## src/rtl/symbol_packer_if.sv

```systemverilog
// Downstream word handshake for symbol_packer.
// master drives out/out_count/out_valid; slave drives out_ready.
interface symbol_packer_if #(
  parameter int WORD_W = 32,
  parameter int CNT_W  = 4
);
  logic [WORD_W-1:0] out;
  logic [CNT_W-1:0]  out_count;
  logic              out_valid;
  logic              out_ready;

  modport master (
    output out,
    output out_count,
    output out_valid,
    input  out_ready
  );

  modport slave (
    input  out,
    input  out_count,
    input  out_valid,
    output out_ready
  );
endinterface

```

## src/rtl/symbol_packer.sv

```systemverilog
// Packs 4-bit symbols little-nibble-first into words, FWFT FIFO out.
// Ports: clk, rst(async low), in/in_valid/flush, bus, overflow, fifo_level.
module symbol_packer #(
  parameter int SYM_W      = 4,
  parameter int WORD_W     = 32,
  parameter int FIFO_DEPTH = 4,
  localparam int SPW = WORD_W / SYM_W,
  localparam int CW  = $clog2(SPW) + 1,
  localparam int AW  = $clog2(FIFO_DEPTH),
  localparam int LW  = AW + 1
) (
  input  logic               clk,
  input  logic               rst,
  input  logic [SYM_W-1:0]   in,
  input  logic               in_valid,
  input  logic               flush,
  symbol_packer_if.master    bus,
  output logic               overflow,
  output logic [LW-1:0]      fifo_level
);

  logic [WORD_W-1:0] pack;
  logic [WORD_W-1:0] pack_nxt;
  logic [CW-1:0]     cnt;
  logic [CW-1:0]     cnt_nxt;

  logic [WORD_W-1:0] mem_w [FIFO_DEPTH];
  logic [CW-1:0]     mem_c [FIFO_DEPTH];
  logic [AW-1:0]     wp;
  logic [AW-1:0]     rp;
  logic [LW-1:0]     level;
  logic              ovf;

  logic push;
  logic pop;
  logic full;
  logic wr;
  logic drop;

  // The incoming symbol lands before the push decision, so a
  // flush alongside a symbol pushes count+1.
  always_comb begin
    pack_nxt = pack;
    cnt_nxt  = cnt;
    if (in_valid) begin
      for (int k = 0; k < SPW; k++) begin
        if (cnt == CW'(k))
          pack_nxt[k*SYM_W +: SYM_W] = in;
      end
      cnt_nxt = cnt + CW'(1);
    end
  end

  assign push = (cnt_nxt == CW'(SPW)) ||
                (flush && (cnt_nxt != '0));
  assign full = (level == LW'(FIFO_DEPTH));
  assign pop  = bus.out_valid && bus.out_ready;
  // When full, a same-edge pop frees the slot at wp (== rp).
  assign wr   = push && (!full || pop);
  assign drop = push && full && !pop;

  assign bus.out_valid = (level != '0);
  assign bus.out       = bus.out_valid ? mem_w[rp] : '0;
  assign bus.out_count = bus.out_valid ? mem_c[rp] : '0;
  assign overflow      = ovf;
  assign fifo_level    = level;

  always_ff @(posedge clk or negedge rst) begin
    if (!rst) begin
      pack <= '0;
      cnt  <= '0;
    end else if (push) begin
      pack <= '0;
      cnt  <= '0;
    end else begin
      pack <= pack_nxt;
      cnt  <= cnt_nxt;
    end
  end

  always_ff @(posedge clk or negedge rst) begin
    if (!rst) begin
      for (int i = 0; i < FIFO_DEPTH; i++) begin
        mem_w[i] <= '0;
        mem_c[i] <= '0;
      end
      wp    <= '0;
      rp    <= '0;
      level <= '0;
      ovf   <= 1'b0;
    end else begin
      if (wr) begin
        mem_w[wp] <= pack_nxt;
        mem_c[wp] <= cnt_nxt;
        wp        <= wp + AW'(1);
      end
      if (pop)
        rp <= rp + AW'(1);
      level <= level + LW'(wr) - LW'(pop);
      if (drop)
        ovf <= 1'b1;
    end
  end

endmodule

```

## src/flat_wrapper.sv

```systemverilog
// flat-port wrapper written by rule: the top's interface ports become plain ports
module symbol_packer_flat 
#(
  parameter int SYM_W      = 4,
  parameter int WORD_W     = 32,
  parameter int FIFO_DEPTH = 4,
  localparam int SPW = WORD_W / SYM_W,
  localparam int CW  = $clog2(SPW) + 1,
  localparam int AW  = $clog2(FIFO_DEPTH),
  localparam int LW  = AW + 1
)
  (clk, rst, in, in_valid, flush, overflow, fifo_level, bus_out, bus_out_count, bus_out_valid, bus_out_ready);
  symbol_packer_if #(.WORD_W(WORD_W), .CNT_W(4)) bus_i ();
  input  logic clk;
  input  logic rst;
  input  logic [SYM_W-1:0] in;
  input  logic in_valid;
  input  logic flush;
  output logic overflow;
  output logic [LW-1:0] fifo_level;
  output wire logic [$bits(bus_i.out)-1:0] bus_out;
  output wire logic [$bits(bus_i.out_count)-1:0] bus_out_count;
  output wire logic [$bits(bus_i.out_valid)-1:0] bus_out_valid;
  input wire logic [$bits(bus_i.out_ready)-1:0] bus_out_ready;
  assign bus_out = bus_i.out;
  assign bus_out_count = bus_i.out_count;
  assign bus_out_valid = bus_i.out_valid;
  assign bus_i.out_ready = bus_out_ready;
  symbol_packer #(.SYM_W(SYM_W), .WORD_W(WORD_W), .FIFO_DEPTH(FIFO_DEPTH)) u_core (.clk(clk), .rst(rst), .in(in), .in_valid(in_valid), .flush(flush), .bus(bus_i), .overflow(overflow), .fifo_level(fifo_level));
endmodule
```

## config.mk

```make
export PLATFORM = sky130hd
export DESIGN_NAME = symbol_packer_flat
export DESIGN_NICKNAME = d
export VERILOG_FILES = /design/src/rtl/symbol_packer_if.sv /design/src/rtl/symbol_packer.sv /design/src/flat_wrapper.sv
export SDC_FILE = /design/constraint.sdc
export NUM_CORES = 1
export LEC_CHECK = 0
export BUFFER_PORTS_ARGS = -buffer_cell sky130_fd_sc_hd__buf_2
export CORE_MARGIN = 1.5
export CORE_UTILIZATION = 55
export CTS_CLUSTER_SIZE = 40
export DETAILED_ROUTE_END_ITERATION = 8
export PLACE_DENSITY = 0.79
export SLEW_MARGIN = 25
export SYNTH_ARGS = -nofsm -noshare
export SYNTH_HDL_FRONTEND = slang
export SYNTH_SLANG_ARGS = --single-unit
export TNS_END_PERCENT = 50
```

## constraint.sdc

```tcl
create_clock -name clk -period 3.91 [get_ports clk]
set_input_delay 0.391 -clock clk [delete_from_list [all_inputs] [get_ports clk]]
set_output_delay 0.391 -clock clk [all_outputs]
set_load 0.05 [all_outputs]
```

==> impl_metrics.toml, run 1 <==
[outcome]
status = "completed"

[clock_tree]
ctsHoldBuffers = 0
clk_latency_ns = 0.44
cts_resized = 0
htreeDepth = 4
post_cts_buffers = 0
cts_buffer_depth = 2
clkTransAtPathRegs_ns = 0.07
tritoncts = "built"
cts_root_buf = "clkbuf_16"
clock-sinks = 188
cts_buffers = 17

[worst_setup_path]
start_kind = "register"
critPathKind = "register to register"
cp_cell_sequence = "inv_1, ha_1, o311a_2, a211oi_1, ha_1, inv_1, fa_1, xnor2_1, xnor2_1"
crit_buf_inv = 2
critPathRequiredTime_ns = 4.23
path_max_fanout = 7
cp_top_family = "compound AO/OA/AOI/OAI gates"
cp-end-kind = "register"
slowest_stage = "o311a_2"
cp.arrival_ns = 3.29
critPathMaxStageDelay_ns = 0.54

[sta]
slew_viol_final = 0
rsz0062_at_grt = "false"
finClkSkew_ns = 0.0104
period_minus_slack_ns = 2.97
worst_slew_pin_slew_ns = 0.886
tns_ns = 0
slew-limit-headroom_pct = 40.9
max_freq_ghz = 0.337
min_period_over_period_pct = 76.0
hold_viol = 0
setup_violations = 0

[yosys]
synth_seq_cells = 188
syn_nets = 589
ys_types = 33
synth_seq_area_share_pct = 52.0
synth_warnings = 0
synth_cells = 569
avgSynthCellArea_um2 = 15.9
syn_area_um2 = 9040

[detailed_routing]
drc = 0
vias = 4897
postRouteWirelength_mm = 18.3
drtAntennaViolNets = 0
drt_iter0_markers = 225
via_per_inst = 5.76
wire_per_inst_um = 21.6
dr.pass1.iters = 4

[placement]
io_buffers = 49
place_congestion = 0.765
placed_cells = 818
dpl.hpwl_mm = 11.6

[cells_and_area]
fin_nets = 642
fin_cells = 850
drive_gt1_share_pct = 50.3
diodes = 0
layout_commonest_cell = "dfrtp_1"
mostFrequentLayoutCells = "dfrtp_1, mux2_2, mux2_4"
areaGrowthSynthToFinish_pct = 11.7

[power]
powerDensity_nw_per_um2 = 731
power.leakage_nw = 4.93
total_power_mw = 7.39
peakVddDrop_mv = 0.527

[global_route]
grt_max_degree = 97
grt_overflow_total = 0
antenna_found_initial = 0
grt_pass1_vias = 5414
grt_pass1_wl_mm = 30.5
grt.total_usage_pct = 23.1

[die]
die_w_um = 131
die_h_um = 131
num_rows = 46
core_area_um2 = 16000
dieArea_um2 = 17200
io_pins = 50
start_util_pct = 56.5

[worst_hold_path]
hold_path.class = "input port to asynchronous set/reset pin"

[run]
max_cap_violations = 0
per-layer routing:
layer	vias up	track usage, %	routed length [µm]
li1	2140	-	-
met1	2627	30.6	7700
met2	113	38.2	9310
met3	17	4.82	1120
met4	0	7.30	209
met5	-	0	0
synthesized netlist by cell type (all sizes together):
cell type	instances	area, µm²
a211oi	5	87.6
a21o	1	7.51
a21oi	1	5.00
and2	37	231
and2b	18	135
buf	19	180
clkbuf	12	45.0
dfrtp	188	4700
fa	1	20.0
ha	10	125
inv	9	33.8
mux2	177	2290
mux4	36	811
nand2	10	37.5
nand3	3	15.0
nand4	1	6.26
nand4b	1	8.76
nor2b	18	113
nor3	4	20.0
nor4b	1	8.76
nor4bb	1	10.0
o21ai	1	5.00
o311a	1	11.3
o31ai	1	12.5
or3	1	6.26
or4	1	11.3
or4b	1	10.0
xnor2	6	52.6
xor2	4	35.0
through the flow:
step / setup slack [ns] / hold WS, ns / utilization (%) / cell area (µm²)
after detailed placement: 0.957 / 0.457 / 59.4 / 9500
after global routing: 0.774 / 0.0979 / 63.1 / 10100
final: 0.939 / 0.0290 / 63.1 / 10100
after CTS: 0.933 / 0.0740 / 63.0 / 10100
after global placement: 1.08 / 0.445 / 59.4 / 9500
after floorplan: 1.15 / 0.0954 / - / 9040
final timing paths:
path | cells after the start | startpoint | endpoint | slack [ns]
worst max-delay path | 9 | u_core.cnt[0] | u_core.fifo_level[2] | 0.94
worst min-delay path | 1 | rst | u_core.mem_w[90] | 0.03
worst max register to register | 9 | u_core.cnt[0] | u_core.fifo_level[2] | 0.94
worst min register to register | 1 | u_core.overflow | u_core.overflow | 0.47
max in group asynchronous | 2 | rst | u_core.mem_w[108] | 2.81
min in group clk | 2 | flush | u_core.cnt[3] | 0.16
cell type report:
type | count | area [µm²]
repair buffers | 65 | 429
inverters | 9 | 33.8
flip-flops and latches | 188 | 4710
well taps | 216 | 270
multi-input cells | 341 | 4090
clock buffers | 19 | 453
clock inverters | 12 | 121
fillers | 1191 | 5900
cell families after synthesis:
family                     count (synthesis)  synth area share, %
and+or+nand+nor                           97                 6.78
buffers and inverters                     40                 2.86
DFF                                      188                 52.0
AOI/OAI and AO/OA                         10                 1.43
xor gates and xnor gates                  10                0.969
muxes                                    213                 34.3
adders and majority gates                 11                 1.61
power breakdown:
| group | leakage [nW] | internal [mW] | switching, mW |
|---|---|---|---|
| Combinational | 2.09 | 1.33 | 1.68 |
| Sequential | 2.56 | 2.36 | 0.321 |
| Clock | 0.281 | 0.965 | 0.723 |
| Total | 4.93 | 4.66 | 2.73 |
sequential cells by signal, indices dropped and copies added, names as in the netlist:
name,cells
u_core.overflow,1
u_core.pack,32
u_core.fifo_level,3
u_core.cnt,4
u_core.mem_w,128
u_core.mem_c,16
u_core.rp,2
u_core.wp,2
(Power assumes the default switching activity.)
==> inputs of run 2 (changes only) <==
--- a/config.mk
+++ b/config.mk
@@ -5,6 +5,7 @@
 export SDC_FILE = /design/constraint.sdc
 export NUM_CORES = 1
 export LEC_CHECK = 0
+export ABC_AREA = 1
 export BUFFER_PORTS_ARGS = -buffer_cell sky130_fd_sc_hd__buf_2
 export CORE_MARGIN = 1.5
 export CORE_UTILIZATION = 55
==> constraint.sdc (replaced) <==
create_clock -name clk -period 3.1 [get_ports clk]
set_input_delay 0.31 -clock clk [delete_from_list [all_inputs] [get_ports clk]]
set_output_delay 0.31 -clock clk [all_outputs]
set_load 0.05 [all_outputs]
==> run 2 against run 1 <==
Synthesized cell count increased by 120%. Critical path depth decreased by 4. Utilization decreased by 0.50 points. Clock skew increased by 0.00091 ns. Wire length increased by 39%. Non-clock buffer count increased by 12. First-iteration DRC count increased to 4.5 times the previous value. Worst hold slack improved by 0.26 ns. Global-route usage increased by 6.7 points. Register-to-register slack got worse by 0.28 ns. Cell count increased by 72%. Combinational power increased by 120%. Critical path type is now register to output port. Critical endpoint is now bus_out_count[3]. Largest cell class unchanged. Highest routed layer unchanged.
==> impl_metrics.toml, run 2 <==
[die]
start_util_pct = 56.8
io_pins = 50
die_h_um = 135
num_rows = 47
die_w_um = 135
dieArea_um2 = 18100
core_area_um2 = 16800

[detailed_routing]
postRouteWirelength_mm = 25.6
drtAntennaViolNets = 0
dr.pass1.iters = 6
drt_iter0_markers = 1019
vias = 8525
via_per_inst = 5.84
drc = 0
wire_per_inst_um = 17.5

[worst_setup_path]
critPathRequiredTime_ns = 2.79
critPathKind = "register to output port"
cp.arrival_ns = 2.52
start_kind = "register"
cp-end-kind = "output port"
r2r_cells = 13
reg2reg_slack_ns = 0.66
timing.rr.start = "u_core.cnt[0]"
r2r-end = "u_core.fifo_level[2]"
path_max_fanout = 28

[cells_and_area]
fin_nets = 1248
diodes = 0
reg_top3 = "u_core.mem_w x128, u_core.pack x32, u_core.mem_c x16"
layout_commonest_cell = "nand2_1"
areaGrowthSynthToFinish_pct = 10.3
drive_gt1_share_pct = 9.91
nFillCells = 1438
largest_register = "u_core.mem_w"
largest_register_ffs = 128
mostFrequentLayoutCells = "nand2_1, dfrtp_1, nor2_1"

[yosys]
synth_seq_cells = 188
synth_cells = 1225
async_reset_ff_share_pct = 100
synth_top_area_share_pct = 49.4
ys_types = 26
syn_area_um2 = 9520
synth_area_leaders = "dfrtp_1, nand2_1, nand4_1, nor2_1, o21ai_0"
synth_warnings = 0
yosysMostFrequentCell = "nand2_1"
synth_ff_type = "dfrtp_1"
synth_seq_area_share_pct = 49.4
synth_top_area_cell = "dfrtp_1"
syn_nets = 1245
avgSynthCellArea_um2 = 7.77
synth_common_cells = "nand2_1, dfrtp_1, nor2_1, nand4_1, inv_1"
synth_edf_count = 0

[sta]
holdWs_ns = 0.292
max_freq_ghz = 0.353
slew-limit-headroom_pct = 39.3
fin_ws_ns = 0.270
period_minus_slack_ns = 2.83
finClkSkew_ns = 0.0113
hold_viol = 0
worst_slew_pin_slew_ns = 0.908
slew_viol_final = 0
setup_violations = 0
min_period_over_period_pct = 91.3
tns_ns = 0
rsz0062_at_grt = "false"

[power]
powerDensity_nw_per_um2 = 1170
power.leakage_nw = 5.57
total_power_mw = 12.3
peakVddDrop_mv = 0.670

[outcome]
status = "completed"

[global_route]
grt.total_usage_pct = 29.7
grt_pass1_wl_mm = 42.1
grt_pass1_vias = 7960
antenna_found_initial = 0
grt_overflow_total = 0
grt_max_degree = 81

[clock_tree]
tritoncts = "built"
htreeDepth = 4
cts_buffer_depth = 2
cts_buffers = 17
post_cts_buffers = 0
cts_root_buf = "clkbuf_16"
clock-sinks = 188
clkTransAtPathRegs_ns = 0.06
clk_latency_ns = 0.44

[run]
max_cap_violations = 0

[placement]
io_buffers = 49
dpl.hpwl_mm = 14.6
place_congestion = 0.943
place_ws_ns = 0.678

[worst_hold_path]
hold_path.class = "input port to register"
hold_depth = 4
hold_path_end = "u_core.cnt[3]"
hp-start = "flush"
run 2: cell types whose count changed after synthesis, sizes merged, moves of 18 or more:
cell | previous run | this run
nand2 | 10 | 355
nor2 | 0 | 188
mux2 | 177 | 0
nand4 | 1 | 148
inv | 9 | 93
o21ai | 1 | 73
and2 | 37 | 0
mux4 | 36 | 0
a21oi | 1 | 36
clkbuf | 12 | 44
o21a | 0 | 32
buf | 19 | 49
and2b | 18 | 0
nor2b | 18 | 0
run 2: repair_timing:
item | 4_1_cts | 5_1_grt
hold buffers | 1 | 0
endpoints found under the setup margin | 0 | 0
endpoints found under the hold margin | 64 | 0
gates resized for setup | 0 | 0
run 2: area by class of cell:
type                            instances  area, µm²  area share, %
Clock buffer                           22        474           4.52
Clock inverter                         10        139           1.32
Inverter                               93        349           3.32
Multi-Input combinational cell        851       4030           38.4
Sequential cell                       188       4710           44.8
Tap cell                              220        275           2.62
Timing Repair Buffer                   77        527           5.02
run 2: report_power, final:
group	internal, mW	switching (mW)	leakage (nW)
logic	1.65	4.92	2.73
registers	3.11	0.348	2.54
clock network	1.33	0.940	0.300
total	6.09	6.21	5.57
run 2: how the worst max path moves through the flow:
stage / start / depth (start not counted) / to / slack (ns)
after floorplan: u_core.fifo_level[1] / 5 / bus_out[10] / 0.46
after global placement: u_core.rp[0] / 5 / bus_out_count[3] / 0.74
after detailed placement: u_core.cnt[0] / 14 / u_core.fifo_level[2] / 0.68
after CTS: u_core.rp[0] / 5 / bus_out_count[3] / 0.27
after global routing: u_core.rp[0] / 5 / bus_out[22] / 0.16
final: u_core.rp[0] / 5 / bus_out_count[3] / 0.27
run 2: through the flow:
step	area [µm²]	utilization (%)	cells
6_report	10500	62.6	1461
5_1_grt	10500	62.6	1461
4_1_cts	10500	62.6	1461
3_5_place_dp	9880	58.9	1428
3_3_place_gp	9880	58.9	1428
2_1_floorplan	9520	-	1225
run 2: cells by family after synthesis:
| kind of cell | Yosys count | synth area share [%] |
|---|---|---|
| AO/OA/AOI/OAI | 142 | 8.33 |
| XOR/XNOR | 4 | 0.368 |
| adder cells (fa/ha/maj) | 11 | 1.52 |
| buffers and inverters | 186 | 8.41 |
| flip-flops | 188 | 49.4 |
| AND/OR/NAND/NOR | 694 | 32.0 |
run 2: per-layer routing:
layer / routed length (µm) / vias up / global-route usage (%)
met4: 551 / 0 / 9.38
met2: 11800 / 400 / 45.2
met5: 0 / - / 0
met3: 2330 / 51 / 6.83
li1: - / 3997 / -
met1: 10900 / 4077 / 42.7
run 2: critical path, cell delays in order (launching register included):
cell,delay (ns)
dfrtp_2,0.36
clkinv_1,0.64
buf_4,0.49
o21ai_0,0.21
a21oi_1,0.12
buf_2,0.25
